===== src/rtl/isa_pkg.sv =====
// Shared ISA definitions for the fetch sequencer: widths, opcode values,
// status flag positions and the fetch state encoding.
package isa_pkg;

   localparam int ISA_OP_W = 7;
   localparam int ISA_K_W  = 8;

   localparam logic [ISA_OP_W-1:0] OP_NOP  = 7'h7E;
   localparam logic [ISA_OP_W-1:0] OP_HALT = 7'h7F;
   localparam logic [ISA_OP_W-1:0] OP_JMP  = 7'h50;
   localparam logic [ISA_OP_W-1:0] OP_JEQ  = 7'h51;
   localparam logic [ISA_OP_W-1:0] OP_JNE  = 7'h52;
   localparam logic [ISA_OP_W-1:0] OP_JGT  = 7'h53;
   localparam logic [ISA_OP_W-1:0] OP_JLT  = 7'h54;
   localparam logic [ISA_OP_W-1:0] OP_JGE  = 7'h55;
   localparam logic [ISA_OP_W-1:0] OP_JLE  = 7'h56;
   localparam logic [ISA_OP_W-1:0] OP_JCS  = 7'h57;
   localparam logic [ISA_OP_W-1:0] OP_CALL = 7'h58;
   localparam logic [ISA_OP_W-1:0] OP_RET  = 7'h59;

   localparam int FLAG_Z = 0;
   localparam int FLAG_N = 1;
   localparam int FLAG_C = 2;
   localparam int FLAG_V = 3;

   typedef enum logic [1:0] {
      FS_IDLE,
      FS_REQ,
      FS_EXEC,
      FS_HALT
   } fetch_state_t;

endpackage


===== src/rtl/fetch_sequencer_if.sv =====
// Instruction memory req/ack bus between the fetch sequencer (master) and
// the instruction memory (slave).
interface fetch_sequencer_if #(
   parameter int PC_W = 8,
   parameter int OP_W = 7,
   parameter int K_W  = 8
);
   logic                 imem_req;
   logic [PC_W-1:0]      imem_addr;
   logic                 imem_ack;
   logic [OP_W+K_W-1:0]  imem_rdata;

   modport master (
      output imem_req,
      output imem_addr,
      input  imem_ack,
      input  imem_rdata
   );

   modport slave (
      input  imem_req,
      input  imem_addr,
      output imem_ack,
      output imem_rdata
   );
endinterface


===== src/rtl/fetch_sequencer_branch_eval.sv =====
// Combinational flow-control decode: flags jump-class opcodes and whether they
// are taken. CALL/RET are flow control only when FETCH_SEQ_CALL_EN is defined.
module branch_eval
   import isa_pkg::*;
(
   input  logic [ISA_OP_W-1:0] op,
   input  logic [3:0]          status,
   output logic                is_flow,
   output logic                taken
);

   logic z;
   logic n;
   logic c;
   logic unused_flags;

   assign z = status[FLAG_Z];
   assign n = status[FLAG_N];
   assign c = status[FLAG_C];
   // No jump condition looks at overflow.
   assign unused_flags = status[FLAG_V];

   always_comb begin
      is_flow = 1'b1;
      taken   = 1'b0;
      case (op)
         OP_JMP: taken = 1'b1;
         OP_JEQ: taken = z;
         OP_JNE: taken = !z;
         OP_JGT: taken = !n && !z;
         OP_JLT: taken = n;
         OP_JGE: taken = !n;
         OP_JLE: taken = n || z;
         OP_JCS: taken = c;
`ifdef FETCH_SEQ_CALL_EN
         OP_CALL,
         OP_RET: taken = 1'b1;
`endif
         default: is_flow = 1'b0;
      endcase
   end

endmodule


===== src/rtl/fetch_sequencer.sv =====
// Instruction fetch/sequencing: fetches over req/ack, resolves jumps locally and
// presents ALU/MOV opcodes to the decoder. FETCH_SEQ_CALL_EN adds CALL/RET.
module fetch_sequencer
   import isa_pkg::*;
#(
   parameter int PC_W = 8,
   parameter int OP_W = ISA_OP_W,
   parameter int K_W  = ISA_K_W
) (
   input  logic                clk,
   input  logic                rst_n,
   fetch_sequencer_if.master   imem,
   input  logic [3:0]          status,
   output logic [OP_W-1:0]     opcode,
   output logic [K_W-1:0]      literal,
   output logic                issue,
   output logic                branch_taken,
   output logic                halted,
   output logic [PC_W-1:0]     pc
);

   fetch_state_t          state_reg;
   logic [PC_W-1:0]       pc_reg;
   logic [PC_W-1:0]       pc_inc;
   logic [PC_W-1:0]       pc_next;
   logic [OP_W+K_W-1:0]   ir_reg;
   logic                  req_reg;
   logic [OP_W-1:0]       ir_op;
   logic [K_W-1:0]        ir_k;
   logic                  in_exec;
   logic                  is_halt;
   logic                  is_flow;
   logic                  taken;
`ifdef FETCH_SEQ_CALL_EN
   logic [PC_W-1:0]       ret_reg;
`endif

   assign ir_op   = ir_reg[OP_W+K_W-1:K_W];
   assign ir_k    = ir_reg[K_W-1:0];
   assign in_exec = (state_reg == FS_EXEC);
   assign is_halt = (ir_op == OP_HALT);
   assign pc_inc  = pc_reg + 1'b1;

   branch_eval u_branch_eval (
      .op      (ir_op),
      .status  (status),
      .is_flow (is_flow),
      .taken   (taken)
   );

   always_comb begin
      pc_next = pc_inc;
      if (taken) begin
         pc_next = ir_k[PC_W-1:0];
`ifdef FETCH_SEQ_CALL_EN
         if (ir_op == OP_RET) begin
            pc_next = ret_reg;
         end
`endif
      end
   end

   always_ff @(posedge clk) begin
      if (!rst_n) begin
         state_reg <= FS_IDLE;
         pc_reg    <= '0;
         ir_reg    <= {OP_NOP, {K_W{1'b0}}};
         req_reg   <= 1'b0;
`ifdef FETCH_SEQ_CALL_EN
         ret_reg   <= '0;
`endif
      end else begin
         case (state_reg)
            FS_IDLE: begin
               state_reg <= FS_REQ;
               req_reg   <= 1'b1;
            end
            FS_REQ: begin
               if (imem.imem_ack) begin
                  ir_reg    <= imem.imem_rdata;
                  req_reg   <= 1'b0;
                  state_reg <= FS_EXEC;
               end
            end
            FS_EXEC: begin
               // pc is left pointing at the HALT word so it stays observable.
               if (is_halt) begin
                  state_reg <= FS_HALT;
               end else begin
                  pc_reg    <= pc_next;
                  req_reg   <= 1'b1;
                  state_reg <= FS_REQ;
`ifdef FETCH_SEQ_CALL_EN
                  if (ir_op == OP_CALL) begin
                     ret_reg <= pc_inc;
                  end
`endif
               end
            end
            default: state_reg <= FS_HALT;
         endcase
      end
   end

   // Decoder-facing outputs are decoded from ir and state only; they are
   // meaningful for exactly the EXEC cycle.
   always_comb begin
      opcode       = OP_NOP;
      literal      = '0;
      issue        = 1'b0;
      branch_taken = 1'b0;
      if (in_exec) begin
         literal      = ir_k;
         branch_taken = taken;
         if (!is_flow && !is_halt) begin
            opcode = ir_op;
            issue  = 1'b1;
         end
      end
   end

   assign halted         = (state_reg == FS_HALT);
   assign pc             = pc_reg;
   assign imem.imem_req  = req_reg;
   assign imem.imem_addr = pc_reg;

endmodule


===== src/flat_wrapper.sv =====
// flat-port wrapper written by rule: the top's interface ports become plain ports
module fetch_sequencer_flat import isa_pkg::*;
#(
   parameter int PC_W = 8,
   parameter int OP_W = ISA_OP_W,
   parameter int K_W  = ISA_K_W
)
  (clk, rst_n, status, opcode, literal, issue, branch_taken, halted, pc, imem_imem_req, imem_imem_addr, imem_imem_ack, imem_imem_rdata);
  fetch_sequencer_if #(.PC_W(PC_W), .OP_W(OP_W), .K_W(K_W)) imem_i ();
  input  logic clk;
  input  logic rst_n;
  input  logic [3:0] status;
  output logic [OP_W-1:0] opcode;
  output logic [K_W-1:0] literal;
  output logic issue;
  output logic branch_taken;
  output logic halted;
  output logic [PC_W-1:0] pc;
  output wire logic [$bits(imem_i.imem_req)-1:0] imem_imem_req;
  output wire logic [$bits(imem_i.imem_addr)-1:0] imem_imem_addr;
  input wire logic [$bits(imem_i.imem_ack)-1:0] imem_imem_ack;
  input wire logic [$bits(imem_i.imem_rdata)-1:0] imem_imem_rdata;
  assign imem_imem_req = imem_i.imem_req;
  assign imem_imem_addr = imem_i.imem_addr;
  assign imem_i.imem_ack = imem_imem_ack;
  assign imem_i.imem_rdata = imem_imem_rdata;
  fetch_sequencer #(.PC_W(PC_W), .OP_W(OP_W), .K_W(K_W)) u_core (.clk(clk), .rst_n(rst_n), .imem(imem_i), .status(status), .opcode(opcode), .literal(literal), .issue(issue), .branch_taken(branch_taken), .halted(halted), .pc(pc));
endmodule

===== config.mk =====
export PLATFORM = sky130hd
export DESIGN_NAME = fetch_sequencer_flat
export DESIGN_NICKNAME = d
export VERILOG_FILES = /design/src/rtl/isa_pkg.sv /design/src/rtl/fetch_sequencer_if.sv /design/src/rtl/fetch_sequencer_branch_eval.sv /design/src/rtl/fetch_sequencer.sv /design/src/flat_wrapper.sv
export SDC_FILE = /design/constraint.sdc
export NUM_CORES = 1
export LEC_CHECK = 0
export CAP_MARGIN = 25
export CORE_AREA = 2 2 65 67
export DETAILED_ROUTE_END_ITERATION = 6
export DIE_AREA = 0 0 67 69
export HOLD_SLACK_MARGIN = 0.03
export PLACE_DENSITY = 0.74
export SLEW_MARGIN = 25
export SYNTH_ARGS = -nofsm -noshare
export SYNTH_HDL_FRONTEND = slang
export SYNTH_SLANG_ARGS = --single-unit

===== constraint.sdc =====
create_clock -name clk -period 1.47 [get_ports clk]
set_input_delay 0.294 -clock clk [delete_from_list [all_inputs] [get_ports clk]]
set_output_delay 0.294 -clock clk [all_outputs]
set_load 0.005 [all_outputs]

==> Word-level counts from Yosys, hierarchy flattened <==
Cells that the tools add are included.
{ "word_totals": {"reg_bits": 26, "latchBits": 0, "ram_bits": 0, "rom_bits": 0, "in_bits": 22, "out_inout_bits": 35, "word_cells": 48, "mem_count": 0} }
{ "op_classes": {"n_addsub": 1, "n_mul": 0, "n_div": 0, "n_lt_le_gt_ge": 0, "eq_ne": 14, "shifts": 0, "n_mux": 15, "n_bitwise": 1, "reduce_logical": 13} }
{ "ops": {"columns": ["operator", "count"], "rows": [
  ["7-bit equality test (second input constant)", 9],
  ["8-bit 2-to-1 mux", 2],
  ["7-bit 2-to-1 mux", 2],
  ["8-bit by 1-bit adder with 8-bit output (second input constant)", 1],
  ["1-bit one-hot mux with 8 select lines", 1],
  ["8-bit OR reduction", 1],
  ["1-bit 2-to-1 mux", 6],
  ["2-bit one-hot mux with 3 select lines", 1],
  ["2-bit equality test (second input constant)", 2],
  ["1-bit logical NOT", 4],
  ["2-bit 2-to-1 mux", 2],
  ["2-bit inequality test (second input constant)", 2],
  ["2-bit AND reduction", 2],
  ["1-bit one-hot mux with 3 select lines", 1],
  ["3-bit AND reduction", 1],
  ["3-bit nonzero test", 1],
  ["2-bit by 1-bit equality test with 1-bit output (second input constant)", 1],
  ["1-bit logical AND", 2],
  ["2-bit logical NOT", 1],
  ["1-bit logical OR", 1],
  ["1-bit NOT", 1]
]} }

==> Depth between registers and ports, before layout <==
{ "logic_depth": {"word_depth": 7, "mapped_depth": 6, "depth_no_buf": 6} }

==> By module <==
Synthesis repeated with hierarchy kept, for this count alone.
{ "hier_totals": {"cells_unflattened": 179, "hier_area_um2": 1423.9} }
{ "by_module_without_submodules": {"columns": ["mod", "instances", "cells_per_inst", "area_each_um2", "seq_area_each_um2"], "rows": [
  ["fetch_sequencer", 1, 168, 1331.3, 520.5],
  ["branch_eval", 1, 11, 92.6, 0.0]
]} }

==> Least setup slack after synthesis <==
Ideal clock, no wire load.
{ "synth_timing": {"path_kind": "register to output", "start": "reg u_core.ir_reg[9]", "end": "out branch_taken", "arrival_ns": 1.183, "t_required_ns": 1.176, "slack_ns": -0.007, "stages_incl_launch_ff": 6, "n_path_buf": 1, "cell_sequence": "dfxtp_1 -> inv_2 -> o311ai_4 -> nand4b_4 -> buf_6 -> nor2_1"} }
{ "synth_via": {"elab_chain_len": 3, "elab_cells_between_ends": 10, "cone_classes": "eq/ne: 8; mux: 2"} }
{ "synth_lines": {"columns": ["item", "line_no", "source"], "rows": [
  ["start: declaration", "fetch_sequencer.sv:26", "logic [OP_W+K_W-1:0] ir_reg;"],
  ["start signal: assignment", "fetch_sequencer.sv:67", "ir_reg <= {OP_NOP, {K_W{1'b0}}};"],
  ["start signal: assignment", "fetch_sequencer.sv:80", "ir_reg <= imem.imem_rdata;"],
  ["7-bit equality test", "fetch_sequencer_branch_eval.sv:26", "case (op)"],
  ["1-bit one-hot mux with 8 select lines (*)", "fetch_sequencer_branch_eval.sv:26", null],
  ["1-bit 2-to-1 mux (*)", "fetch_sequencer.sv:112", "if (in_exec) begin"],
  ["end: declaration", "flat_wrapper.sv:16", "output logic branch_taken;"]
]} }
Every way passes the cells marked *; elsewhere a longest branch is shown, timed or not.

==> Worst setup path after layout <==
Ends and elaborated chain as after synthesis.

==> impl_metrics.py <==
metrics = {
    "logic_synthesis": {
        "ys_seq_area_share_pct": 35.8,
        "synth_area_mm2": 0.00146,
        "synth_ff_type": "dfxtp_1",
        "yosys.area_share.simple_pct": 35.2,
        "synth_warnings": 0,
        "synth_top_cell_by_area": "dfxtp_1",
        "synth-xor-area-share_pct": 0,
        "synth.area.top_cells": "dfxtp_1 (36%), nand2_1 (12%), nand3_1 (4.5%), and2_1 (4.3%), a21oi_1 (4.1%)",
        "yosysUniqueCellTypes": 40,
        "muxShareOfSynthArea_pct": 1.46,
        "synth_edf_count": 0,
        "synth_adder_area_share_pct": 0.860,
        "synth_top_area_share_pct": 35.8,
        "synth-seq-cells": 26,
        "async_flop_share_pct": 0,
        "synth_compound_area_share_pct": 18.1,
        "synth_top_family_by_area": "simple AND/OR/NAND/NOR gates",
        "synth.avg_cell_area_um2": 7.74,
        "synth_nets": 211,
        "synth_cells": 188,
    },
    "sta": {
        "max-slew-margin-rel_pct": 79.2,
        "setup_tns_ps": -4800,
        "tightestPinTransition_ps": 311,
        "setup_viol": 24,
        "period_share_pct": 123,
        "hold_viol": 0,
        "finalMaxSlewViolations": 0,
        "period_needed_ps": 1810,
        "rsz0062_at_grt": "true",
        "finalWorstSetupSlack_ps": -335,
        "max_freq_mhz": 554,
        "clock_skew_ps": 2.42,
    },
    "routing": {
        "vias_per_cell": 5.15,
        "num_vias": 1665,
        "drt-total-wl_mm": 4.77,
        "post_drt_wl_per_cell_um": 14.8,
        "drcViolationCount": 0,
        "drt-pass1-iter-count": 4,
        "detail-route-antenna-nets": 0,
        "drt-initial-drc-count": 159,
    },
    "clock_network": {
        "insertion_delay_ps": 270,
        "clk_pin_slew_ps": 90,
        "cts.sinks": 26,
        "cts_buffer_depth": 2,
        "postCtsHoldBufs": 0,
        "htreeDepth": 1,
        "cts_tree": "built",
        "cts_made_buffers": 3,
        "root_buffer": "clkbuf_8",
    },
    "cells_and_area": {
        "fin_nets": 297,
        "drive_above_1_share_pct": 39.6,
        "largest_reg_flops": 15,
        "final_cells": 323,
        "postLayoutCoreUtil_pct": 65.2,
        "final_area_mm2": 0.00255,
        "n_antenna_cell": 0,
        "area_growth_pct": 75.5,
    },
    "floorplan": {
        "initial_core_util_pct": 37.2,
        "die_x_um": 67,
        "rows": 23,
        "io_pins": 57,
        "coreArea_mm2": 0.00391,
        "die-area_mm2": 0.00462,
        "chipHeight_um": 69,
    },
    "worst_setup_path": {
        "critPathKind": "reg2out",
        "crit_buf_inv": 2,
        "crit_chain": "buf_6 -> and2b_1 -> o211ai_2 -> nand4b_4 -> nor2_4 -> buf_2",
        "end_kind": "output port",
        "start_kind": "register",
        "critPathArrivalTime_ps": 1510,
        "cp.required_ps": 1180,
        "slowest_delay_ps": 360,
        "cp_slowest_cell": "dfxtp_4",
        "crit_family": "simple AND/OR/NAND/NOR gates",
        "cp_max_fo": 6,
    },
    "global_routing": {
        "antenna_found_initial": 0,
        "grt_pass1_vias": 1520,
        "grt_max_degree": 17,
        "grtUsageTotal_pct": 20.2,
        "grt_overflow": 0,
        "grt_pass1_wl_mm": 7.29,
    },
    "place": {
        "dpl.hpwl_mm": 2.92,
        "portBuffers": 55,
        "gp_congestion": 0.736,
        "place_area_mm2": 0.00215,
        "place_inst": 299,
    },
    "power": {
        "p_total_mw": 1.83,
        "powerDensity_mw_per_mm2": 715,
        "peakVddDrop_uv": 694,
        "leakage_nw": 1.16,
    },
    "flow_run": {
        "cap_violations": 0,
    },
    "status": {
        "status": "finished with violations",
        "violations": "negative setup slack",
    },
    "worst_hold_path": {
        "hold_class": "reg2reg",
    },
}
-- kinds of logic after synthesis --
kind of cell / count (synthesis)
AOI/OAI and AO/OA: 37
adders and majority gates: 1
buffers and inverters: 22
DFF: 26
muxes: 2
and+or+nand+nor: 100
-- power breakdown --
part	leakage [nW]	switching (mW)	internal, mW
Combinational	0.909	0.175	0.258
Clock	0.0357	0.235	0.365
Sequential	0.218	0.0483	0.745
-- layer usage --
| layer | share of wire, % | global-route usage, % | vias up |
|---|---|---|---|
| li1 | - | - | 810 |
| met1 | 42 | 24.6 | 789 |
| met2 | 52 | 33.0 | 60 |
| met3 | 5.0 | 5.06 | 6 |
| met4 | 1.5 | 8.84 | 0 |
| met5 | 0 | 0 | - |
-- worst min-delay path, delay by kind of cell, from the launching register on --
kind / cells / cell delay (ps)
AOI/OAI and AO/OA: 1 / 60
DFF: 1 / 330
and+or+nand+nor: 1 / 50
-- cell usage after synthesis (2+ instances only) --
cell type  count
o211ai_1       2
a21oi_1       12
or3_1          4
o21a_1         4
nand4_1        2
clkbuf_1       5
inv_1          3
o21ai_0        7
nand2_1       45
o221ai_1       3
nand2b_1       3
buf_4          8
nor4b_1        2
dfxtp_1       26
nand3_1       13
nor2_1         9
a21boi_0       2
and2_1        10
nor3_1         2
buf_2          4
nor2b_1        3
-- worst paths after layout --
kind	start	endpoint	slack (ps)	cells after the start
hold reg to reg	u_core.ir_reg[0]$_SDFFE_PN0P_	u_core.ir_reg[0]$_SDFFE_PN0P_	480	2
setup / recovery	u_core.ir_reg[9]$_SDFFE_PN1P_	branch_taken	-340	6
setup reg to reg	u_core.ir_reg[9]$_SDFFE_PN1P_	u_core.imem.imem_addr[0]$_SDFFE_PN0P_	-300	7
hold / removal	u_core.ir_reg[0]$_SDFFE_PN0P_	u_core.ir_reg[0]$_SDFFE_PN0P_	480	2
-- through the flow --
step	hold slack [ps]	worst slack, ps
2_1_floorplan	418	0.593
3_3_place_gp	445	-873
6_report	476	-335
4_1_cts	482	-344
3_5_place_dp	466	-892
5_1_grt	500	-374
-- repair_timing --
item,4_1_cts,5_1_grt
buffers inserted,15,7
gates resized for setup,126,28
cloned,1,0
setup endpoints to repair,40,40
pin swaps,12,8
-- cell type report --
| type | instances | area, um2 |
|---|---|---|
| clock buffer | 3 | 41.3 |
| clock inverter | 1 | 30.0 |
| fill | 312 | 1360 |
| inverter | 4 | 17.5 |
| multi-input combinational | 140 | 905 |
| sequential | 26 | 557 |
| tap | 50 | 62.6 |
| timing repair buffer | 99 | 941 |
-- layout by cell type (no fill, tap or decap), drive strengths merged, types with 2 or more instances in the layout --
cell | synthesis | routed
dlymetal6s2s | 0 | 7
and2 | 10 | 10
nand3 | 13 | 13
nor3 | 3 | 3
o21ai | 8 | 8
nor4b | 2 | 2
inv | 4 | 4
dlygate4sd2 | 0 | 2
nand2b | 3 | 3
dfxtp | 26 | 26
a21boi | 2 | 2
clkbuf | 5 | 3
a21oi | 12 | 12
buf | 13 | 61
nand2 | 45 | 45
nor2b | 3 | 3
o221ai | 3 | 3
o211ai | 3 | 3
nand4 | 2 | 2
clkdlybuf4s50 | 0 | 28
o21a | 4 | 4
or3 | 4 | 4
nor2 | 9 | 9
Note: power is estimated with default switching activity, not from simulation.
